### config.mk
export PLATFORM = sky130hd
export DESIGN_NAME = sr_flag_arbiter_flat
export DESIGN_NICKNAME = d
export VERILOG_FILES = /design/src/rtl/sr_flag_arbiter_if.sv /design/src/rtl/sr_flag_arbiter.sv /design/src/flat_wrapper.sv
export SDC_FILE = /design/constraint.sdc
export NUM_CORES = 1
export LEC_CHECK = 0
export ABC_AREA = 1
export CORE_UTILIZATION = 35
export CTS_CLUSTER_DIAMETER = 150
export DETAILED_ROUTE_END_ITERATION = 8
export GPL_ROUTABILITY_DRIVEN = 1
export GPL_TIMING_DRIVEN = 0
export PLACE_DENSITY = 0.63
export SETUP_SLACK_MARGIN = 0.05
export SYNTH_ARGS = -nofsm -noshare
export SYNTH_HDL_FRONTEND = slang
export SYNTH_SLANG_ARGS = --single-unit
export TNS_END_PERCENT = 10
### constraint.sdc
create_clock -name clk -period 2.55 [get_ports clk]
set_clock_uncertainty 0.1 [all_clocks]
set_input_delay 0.51 -clock clk [delete_from_list [all_inputs] [get_ports clk]]
set_output_delay 0.51 -clock clk [all_outputs]
set_load 0.02 [all_outputs]
### src/rtl/sr_flag_arbiter_if.sv
// ---------------------------------------------------------------------------
// sr_flag_arbiter_if
// Request/grant bus between the SR command requesters and the flag bank
// arbiter. The requesters are packed side by side in each vector.
//   req    : per-requester request, held high until ack
//   sr_cmd : per-requester SR code, requester i owns bits [2i+1:2i]
//            (bit1 = S, bit0 = R)
//   addr   : per-requester flag index, requester i owns bits [AW*i+AW-1:AW*i]
//   gnt    : one-hot registered grant from the arbiter
//   ack    : one-cycle completion pulse to the granted requester
// Modports: master = requester side, slave = arbiter side.
// ---------------------------------------------------------------------------
interface sr_flag_arbiter_if #(
    parameter int NREQ = 4,
    parameter int AW   = 3
);
    logic [NREQ-1:0]    req;
    logic [2*NREQ-1:0]  sr_cmd;
    logic [AW*NREQ-1:0] addr;
    logic [NREQ-1:0]    gnt;
    logic [NREQ-1:0]    ack;

    modport master (
        output req,
        output sr_cmd,
        output addr,
        input  gnt,
        input  ack
    );

    modport slave (
        input  req,
        input  sr_cmd,
        input  addr,
        output gnt,
        output ack
    );
endinterface

### src/rtl/sr_flag_arbiter.sv
// ---------------------------------------------------------------------------
// sr_flag_arbiter
// Shared bank of NFLAG set/reset flags written by up to NREQ requesters.
// A round-robin arbiter grants one requester at a time. Each accepted
// command takes two cycles: one cycle to register the grant (ARB) and one
// cycle to apply the command and pulse ack (GRANT). Illegal SR codes (11)
// and out-of-range addresses never touch the flags; they set sticky error
// bits and bump a saturating error counter.
// Ports:
//   clk         : rising-edge clock
//   rst         : synchronous active-low reset
//   bus         : request/grant interface (slave modport)
//   err_clr     : clears the sticky error bits and the error counter
//   q / qbar    : flag values and their complement
//   err_illegal : sticky, an SR=11 command was accepted
//   err_addr    : sticky, an address >= NFLAG was accepted
//   err_cnt     : saturating count of rejected commands
//   busy        : high while in the GRANT state
// ---------------------------------------------------------------------------
module sr_flag_arbiter #(
    parameter int NREQ  = 4,
    parameter int NFLAG = 8,
    parameter int AW    = 3
) (
    input  logic               clk,
    input  logic               rst,
    sr_flag_arbiter_if.slave   bus,
    input  logic               err_clr,
    output logic [NFLAG-1:0]   q,
    output logic [NFLAG-1:0]   qbar,
    output logic               err_illegal,
    output logic               err_addr,
    output logic [7:0]         err_cnt,
    output logic               busy
);

    localparam int             PW        = (NREQ > 1) ? $clog2(NREQ) : 1;
    localparam logic [AW:0]    NFLAG_LIM = (AW+1)'(NFLAG);

    typedef enum logic {
        ARB   = 1'b0,
        GRANT = 1'b1
    } state_t;

    state_t            state;
    logic [PW-1:0]     rr_ptr;
    logic [PW-1:0]     gnt_idx;
    logic [NREQ-1:0]   gnt_r;
    logic [NREQ-1:0]   ack_r;

    logic              pick_valid;
    logic [PW-1:0]     pick_idx;
    logic [PW-1:0]     cand_idx;
    int                cand;

    logic              cur_req;
    logic [1:0]        cur_cmd;
    logic [AW-1:0]     cur_addr;
    logic              addr_bad;
    logic              cmd_ill;
    logic [NFLAG-1:0]  q_next;

    assign bus.gnt = gnt_r;
    assign bus.ack = ack_r;
    assign qbar    = ~q;
    assign busy    = (state == GRANT);

    // Round-robin pick: scan requesters starting at the pointer and wrapping,
    // first asserted req wins.
    always_comb begin
        pick_valid = 1'b0;
        pick_idx   = '0;
        cand       = 0;
        cand_idx   = '0;
        for (int k = 0; k < NREQ; k++) begin
            cand     = (int'(rr_ptr) + k) % NREQ;
            cand_idx = PW'(cand);
            if (!pick_valid && bus.req[cand_idx]) begin
                pick_valid = 1'b1;
                pick_idx   = cand_idx;
            end
        end
    end

    // Slice out the granted requester's command and work out the flag bank
    // that would result from applying it. Bad addresses and SR=11 leave the
    // bank untouched.
    always_comb begin
        cur_req  = bus.req[gnt_idx];
        cur_cmd  = bus.sr_cmd[2*int'(gnt_idx) +: 2];
        cur_addr = bus.addr[AW*int'(gnt_idx) +: AW];
        addr_bad = ({1'b0, cur_addr} >= NFLAG_LIM);
        cmd_ill  = (cur_cmd == 2'b11);
        q_next   = q;
        for (int f = 0; f < NFLAG; f++) begin
            if (!addr_bad && (int'(cur_addr) == f)) begin
                case (cur_cmd)
                    2'b01:   q_next[f] = 1'b0;
                    2'b10:   q_next[f] = 1'b1;
                    default: q_next[f] = q[f];
                endcase
            end
        end
    end

    // Main FSM with registered grant/ack/flags/error state. err_clr is applied
    // first so that an error detected in the same cycle overrides it and the
    // counter restarts at 1.
    always_ff @(posedge clk) begin
        if (!rst) begin
            state       <= ARB;
            rr_ptr      <= '0;
            gnt_idx     <= '0;
            gnt_r       <= '0;
            ack_r       <= '0;
            q           <= '0;
            err_illegal <= 1'b0;
            err_addr    <= 1'b0;
            err_cnt     <= 8'd0;
        end else begin
            ack_r <= '0;
            if (err_clr) begin
                err_illegal <= 1'b0;
                err_addr    <= 1'b0;
                err_cnt     <= 8'd0;
            end
            case (state)
                ARB: begin
                    if (pick_valid) begin
                        gnt_r   <= NREQ'(1) << pick_idx;
                        gnt_idx <= pick_idx;
                        state   <= GRANT;
                    end else begin
                        gnt_r   <= '0;
                    end
                end
                GRANT: begin
                    gnt_r <= '0;
                    state <= ARB;
                    // A dropped req aborts silently and keeps the pointer
                    if (cur_req) begin
                        ack_r  <= gnt_r;
                        q      <= q_next;
                        rr_ptr <= (gnt_idx == PW'(NREQ-1)) ? '0 : gnt_idx + 1'b1;
                        if (cmd_ill) begin
                            err_illegal <= 1'b1;
                        end
                        if (addr_bad) begin
                            err_addr <= 1'b1;
                        end
                        if (cmd_ill || addr_bad) begin
                            if (err_clr) begin
                                err_cnt <= 8'd1;
                            end else if (err_cnt != 8'hFF) begin
                                err_cnt <= err_cnt + 8'd1;
                            end
                        end
                    end
                end
                default: begin
                    state <= ARB;
                    gnt_r <= '0;
                end
            endcase
        end
    end

endmodule

### src/flat_wrapper.sv
// flat-port wrapper written by rule: the top's interface ports become plain ports
module sr_flag_arbiter_flat 
#(
    parameter int NREQ  = 4,
    parameter int NFLAG = 8,
    parameter int AW    = 3
)
  (clk, rst, err_clr, q, qbar, err_illegal, err_addr, err_cnt, busy, bus_req, bus_sr_cmd, bus_addr, bus_gnt, bus_ack);
  sr_flag_arbiter_if #(.NREQ(NREQ), .AW(AW)) bus_i ();
  input  logic clk;
  input  logic rst;
  input  logic err_clr;
  output logic [NFLAG-1:0] q;
  output logic [NFLAG-1:0] qbar;
  output logic err_illegal;
  output logic err_addr;
  output logic [7:0] err_cnt;
  output logic busy;
  input wire logic [$bits(bus_i.req)-1:0] bus_req;
  input wire logic [$bits(bus_i.sr_cmd)-1:0] bus_sr_cmd;
  input wire logic [$bits(bus_i.addr)-1:0] bus_addr;
  output wire logic [$bits(bus_i.gnt)-1:0] bus_gnt;
  output wire logic [$bits(bus_i.ack)-1:0] bus_ack;
  assign bus_i.req = bus_req;
  assign bus_i.sr_cmd = bus_sr_cmd;
  assign bus_i.addr = bus_addr;
  assign bus_gnt = bus_i.gnt;
  assign bus_ack = bus_i.ack;
  sr_flag_arbiter #(.NREQ(NREQ), .NFLAG(NFLAG), .AW(AW)) u_core (.clk(clk), .rst(rst), .bus(bus_i), .err_clr(err_clr), .q(q), .qbar(qbar), .err_illegal(err_illegal), .err_addr(err_addr), .err_cnt(err_cnt), .busy(busy));
endmodule
==> run metrics, run 1 <==
status=finished, final reports clean; hold path endpoint=u_core.bus.ack[1]; Post-DP HPWL=3390 um; Critical path buffers and inverters=2; max cap viols=0; yosys warns=0; R2R depth=10; Unique masters post-synth=34; min-delay src=u_core.bus.gnt[1]; Data required, critical path=2650 ps; syn nets=322; final setup margin=364 ps; mapped cell area=1920 sq um; DRT antenna net count=0; Die X=76.1 um; Layout Cells excl Fill=429; Area Growth Syn to Fin=40.8%; PD cells=821 nW/um^2; clk_lat worst skew=280 ps; syn_area_per_cell=6.60 sq um; die height=76.1 um; Commonest cells post-synth=92 x nand2_1, 39 x inv_1, 30 x dfxtp_1; FF+latch count, synth=30; worst min path class=flip-flop to flip-flop; GP Congestion=0.756; CP max stage cell=clkdlybuf4s50_1; clock sinks=30; share of Yosys cell area claimed by the top area cell type=0.313; Max Buffers Root-to-Sink=2; CTS tree=built; crit path kind=input port to flip-flop; Initial Util=0.369; H-tree depth=2; Worst Setup End Kind=flip-flop; IO Pins=62; Hold Crit Depth=2; Worst VDD drop=0.000350 V; CP Depth=9; DR vias/cell=4.46; share of cells above drive strength 1=0.142; Critical Path Max Stage Delay=470 ps; Max Slew Vio Count=0; Setup Total Neg Slack=0 ps; Post-CTS Setup Bufs=0; Nets=389; router iterations before antenna repair=4; sequential area share after synthesis=0.313; Vias=1915; RR Startpoint=u_core.gnt_idx[0]; n_diodes=0; crit path time final=2190 ps; flop-to-flop setup slack=380 ps; Synth area leaders=dfxtp_1 31%, nand2_1 18%, inv_1 7.6%, nand3_1 5.5%, nor2_1 4.9%; RSZ-0062 raised after global routing=no; final WL=4230 um; port buffer count=60; most frequent cell after synthesis=nand2_1; crit path DAT=2290 ps; 1st-iter DRT viols=53; CP Launch Point=bus_sr_cmd[2]; drt wl/cell=9.87 um; delay-heaviest family, CP=buffers and inverters; CP Max Fanout=8; Die ar.=5790 sq um; final hold vios=0; pre-CTS setup slack=81.3 ps; CP Cell Sequence=clkdlybuf4s50_1, nand2_1, a32oi_1, inv_1, ha_1, nand3b_4, nor2_8, nand3_1, a21oi_1; Clock Tree Root=clkbuf_8; antenna violations before repair=0; overall power=2.22 mW; Max Fclk=457 MHz; Fill cells=545; Core Area=5200 sq um; post-CTS sizing=0; Synth Flop Type=dfxtp_1; vias in the first global route=1772; P_leak=1.17 nW; Placed Instances=421; Total Routing Usage GR=0.158; RR Endpoint=u_core.q[5]; first-pass GRT wire length=7550 um; largest area contributor in the netlist=dfxtp_1; Placement Rows=26; CTS Hold Bufs=0; Gate Count Post-Synth=291; CTS Buf Count=5; critical path startpoint category=input port; number of remaining DRC errors=0; largest net degree at the start of global routing=11; Tcrit/Tclk final=0.857; final-report setup violation count=0; ys async rst share=0; GRT overflow=0; Reg clk slew, reported paths=70 ps; Post-synth EDFFs=0
-- worst max path at each step --
stage	end	slack [ps]
final	u_core.q[5]	360
after global routing	u_core.q[5]	230
after CTS	u_core.q[5]	360
after detailed placement	u_core.q[5]	80
after global placement	u_core.q[6]	110
after floorplan	u_core.q[0]	610
-- cells in the final DEF, fill, tap and decap left out, types with 2 or more instances in the layout --
cell type,synthesis,layout
o21ai_1,2,2
nand2_4,3,3
nand2_1,92,92
ha_1,4,4
nand3_2,4,4
buf_6,3,3
nor2_4,4,4
inv_4,2,2
nor3_1,2,2
nand3_1,21,21
dfxtp_1,30,30
nor2_2,3,3
clkdlybuf4s50_1,0,60
o21ai_0,7,7
nor2_8,2,2
inv_2,8,8
a21oi_1,16,16
nor2_1,25,25
o21ai_2,4,4
nand4_1,2,2
inv_1,39,39
clkbuf_8,0,6
nand2_2,5,5
-- metrics by stage --
stage	util	instance area, sq um	hold WS (ps)
after floorplan	-	1920	406
after global placement	0.501	2610	321
after detailed placement	0.501	2610	315
after CTS	0.519	2700	326
after global routing	0.519	2700	342
final	0.519	2700	324
-- final cells by class --
type                            instances  area [sq um]  area share
Multi-Input combinational cell        205          1070       0.397
Sequential cell                        30           601       0.222
Timing Repair Buffer                   60           601       0.222
Inverter                               50           198      0.0731
Tap cell                               70          87.6      0.0324
Clock buffer                            6          82.6      0.0305
Buffer                                  6          50.0      0.0185
Clock inverter                          2          12.5     0.00463
-- worst register-to-register path: stages, from the launching register on --
cell and delay (ps):
dfxtp_1 370, buf_6 160, buf_6 150, nand2_1 60, a32oi_1 260, inv_1 70
ha_1 290, nand3b_4 220, nor2_8 160, nand3_1 90, a21oi_1 170
-- flip-flops by register name, summed over array words and instances, names as in the netlist --
| signal | cells |
|---|---|
| u_core.bus.gnt | 4 |
| u_core.err_cnt | 8 |
| u_core.err_illegal | 1 |
| u_core.rr_ptr | 2 |
| u_core.q | 8 |
| u_core.bus.ack | 4 |
| u_core.gnt_idx | 2 |
| u_core.busy | 1 |
-- power breakdown --
group / internal [mW] / switching [mW]
Combinational: 0.457 / 0.767
Sequential: 0.531 / 0.0664
Clock: 0.217 / 0.183
-- logic make-up after synthesis --
| logic type | count (synthesis) | share of synthesized area |
|---|---|---|
| other cells | 1 | 0.00195 |
| compound gates | 33 | 0.0984 |
| buf+inv | 56 | 0.129 |
| flops | 30 | 0.313 |
| simple gates | 166 | 0.427 |
| xor+xnor | 1 | 0.00456 |
| fa+ha+maj | 4 | 0.0261 |
-- layer usage --
metal,global-route usage,share of wire,up-vias
li1,-,-,1034
met1,0.200,0.49,820
met2,0.255,0.44,55
met3,0.0431,0.056,6
met4,0.0577,0.016,0
met5,0,0,-
Power figures use the tool's default switching activity.
==> inputs of run 2 (changes only) <==
--- a/config.mk
+++ b/config.mk
@@ -9,9 +9,10 @@
 export CORE_UTILIZATION = 35
 export CTS_CLUSTER_DIAMETER = 150
 export DETAILED_ROUTE_END_ITERATION = 8
+export DONT_BUFFER_PORTS = 1
 export GPL_ROUTABILITY_DRIVEN = 1
 export GPL_TIMING_DRIVEN = 0
-export PLACE_DENSITY = 0.63
+export PLACE_DENSITY = 0.49
 export SETUP_SLACK_MARGIN = 0.05
 export SYNTH_ARGS = -nofsm -noshare
 export SYNTH_HDL_FRONTEND = slang
==> run metrics, run 2 (synthesized netlist as in run 1, its figures left out) <==
M1 GR Usage=0.190 (-0.00998); GRT overflow=0 (unchanged); Total Routing Usage GR=0.146 (-0.0119); Placement Rows=26 (unchanged); RR Startpoint=u_core.gnt_idx[0]; Gate power share=0.489 (-0.062); Die ar.=5790 sq um (unchanged); Area Growth Syn to Fin=10.2%; Worst VDD drop=0.000443 V (+27%); antenna violations before repair=0 (unchanged); critical path startpoint category=flip-flop; RR Endpoint=u_core.q[4]; GR Util met3=0.0383 (-0.00479); final-report setup violation count=0 (unchanged); PD cells=1020 nW/um^2 (+25%); NetSw=994 uW (-2.2%); clock sinks=30 (unchanged); biggest regs=u_core.err_cnt x8, u_core.q x8; Hold Crit Depth=2 (unchanged); Nets=329 (-15%); final WL=3940 um (-7.0%); final setup margin=379 ps (+15.0 ps); Vias=1673 (-13%); commonest cells after routing, fill and taps aside=92 x nand2_1, 39 x inv_1, 30 x dfxtp_1, 25 x nor2_1, 21 x nand3_1; Post-DP HPWL=3170 um (-6.6%); Post-DP Area=2010 sq um (-23%); area of the multi-input gates=1070 sq um (unchanged); Clock Tree Root=clkbuf_8; hold path endpoint=u_core.gnt_idx[0]; pre-CTS setup slack=396 ps (+314 ps); delay-heaviest family, CP=simple AND/OR/NAND/NOR gates; crit path DAT=2210 ps (-80 ps); grt met2 use=0.235 (-0.0209); Clk pwr share=0.213 (+0.033); Pint=1.18 mW (-2.4%); H-tree depth=2 (unchanged); final hold vios=0 (unchanged); drt wl/cell=10.7 um (+8.1%); IO Pins=62 (unchanged); max cap viols=0 (unchanged); post-CTS sizing=0 (unchanged); vias in the first global route=1566 (-12%); CP Depth=11 (+2); number of remaining DRC errors=0 (unchanged); CP Cell Sequence=buf_6, buf_6, nand2_1, a32oi_1, inv_1, ha_1, nand3b_4, nor2_8, nand2_1, nand2_1, a21oi_1; DR vias/cell=4.53 (+1.6%); flop-to-flop setup slack=380 ps (about the same); worst min path class=input port to flip-flop; R2R depth=11 (+1); Worst Max-Slew Pin Slew=572 ps; Max Slew Vio Count=0 (unchanged); P_leak=0.952 nW (-18%); port buffer count=0 (-100%); Critical Path Max Stage Delay=360 ps (-110 ps); Critical path buffers and inverters=3 (+1); router iterations before antenna repair=6 (+2); Core Area=5200 sq um (unchanged); Seq pwr share=0.298 (+0.029); largest net degree at the start of global routing=11 (unchanged); switch share=0.458 (+0.000548); Tcrit/Tclk final=0.851 (-0.00589); Reg clk slew, reported paths=60 ps (about the same); Data required, critical path=2590 ps (-60 ps); Fill cells=572 (+5.0%); most common cell after layout, fill and taps aside=nand2_1; share of cells above drive strength 1=0.171 (+0.0285); die height=76.1 um (unchanged); n_diodes=0 (unchanged); Die X=76.1 um (unchanged); post-route cell area=2120 sq um (-22%); status=finished, final reports clean; crit path time final=2170 ps (-15.0 ps); CP max stage cell=dfxtp_1; CTS tree=built; RSZ-0062 raised after global routing=no; Slew headroom=0.618; grt peak-use layer=met2; CP Max Fanout=10 (+2); Max Buffers Root-to-Sink=2 (unchanged); Layout Cells excl Fill=369 (-14%); Final Util=0.407 (-0.113); Sequential Area=601 sq um (unchanged); 1st-iter DRT viols=42 (-21%); Placed Instances=361 (-14%); first-pass GRT wire length=6970 um (-7.7%); CTS Buf Count=5 (unchanged); Initial Util=0.369 (unchanged); Post-CTS Setup Bufs=0 (unchanged); Worst Setup End Kind=flip-flop; DRT antenna net count=0 (unchanged); clk_lat worst skew=270 ps (about the same); Setup Total Neg Slack=0 ps (unchanged); CTS Hold Bufs=0 (unchanged); Max Fclk=461 MHz (+0.69%); most used cell, CP=nand2_1; crit path kind=flip-flop to flip-flop; GP Congestion=0.743 (-1.6%); min-delay src=rst
-- run 2: how the worst max path moves through the flow --
stage,startpoint,end,slack [ps]
after floorplan,u_core.gnt_idx[0],u_core.q[0],610
after global placement,u_core.gnt_idx[0],u_core.q[7],390
after detailed placement,u_core.gnt_idx[0],u_core.q[4],400
after CTS,u_core.gnt_idx[0],u_core.q[2],370
after global routing,u_core.gnt_idx[0],u_core.q[1],150
final,u_core.gnt_idx[0],u_core.q[4],380
-- run 2: worst reg2reg max path: stages (launching register included) --
cell	delay, ps
dfxtp_1	360
buf_6	150
buf_6	150
nand2_1	60
a32oi_1	280
inv_1	90
ha_1	290
nand3b_4	210
nor2_8	170
nand2_1	70
nand2_1	50
a21oi_1	60
-- run 2: per-stage QoR --
stage	hold WS (ps)	total power, mW
finish	269	2.17
global placement	419	1.73
floorplan	406	1.55
CTS	252	2.20
detailed placement	420	1.73
global route	267	2.37
-- run 2: final cells by class --
type | instances | share of cell area
clock buffer | 5 | 0.0325
sequential | 30 | 0.284
tap | 70 | 0.0414
buffer | 6 | 0.0236
inverter | 50 | 0.0934
multi-input combinational | 205 | 0.507
clock inverter | 3 | 0.0189
-- run 2: power by group through the flow --
stage | registers [mW] | clock network, mW | logic [mW]
2_1_floorplan | 0.638 | 0 | 0.910
3_3_place_gp | 0.660 | 0 | 1.07
4_1_cts | 0.649 | 0.480 | 1.08
3_5_place_dp | 0.658 | 0 | 1.07
5_1_grt | 0.656 | 0.503 | 1.21
6_report | 0.647 | 0.463 | 1.06
-- run 2: metal layers --
metal	part of all wire	wire length, um	up-vias
li1	-	-	908
met2	0.42	1670	50
met4	0.0053	21	0
met1	0.51	2010	713
met3	0.059	234	2
met5	0	0	-
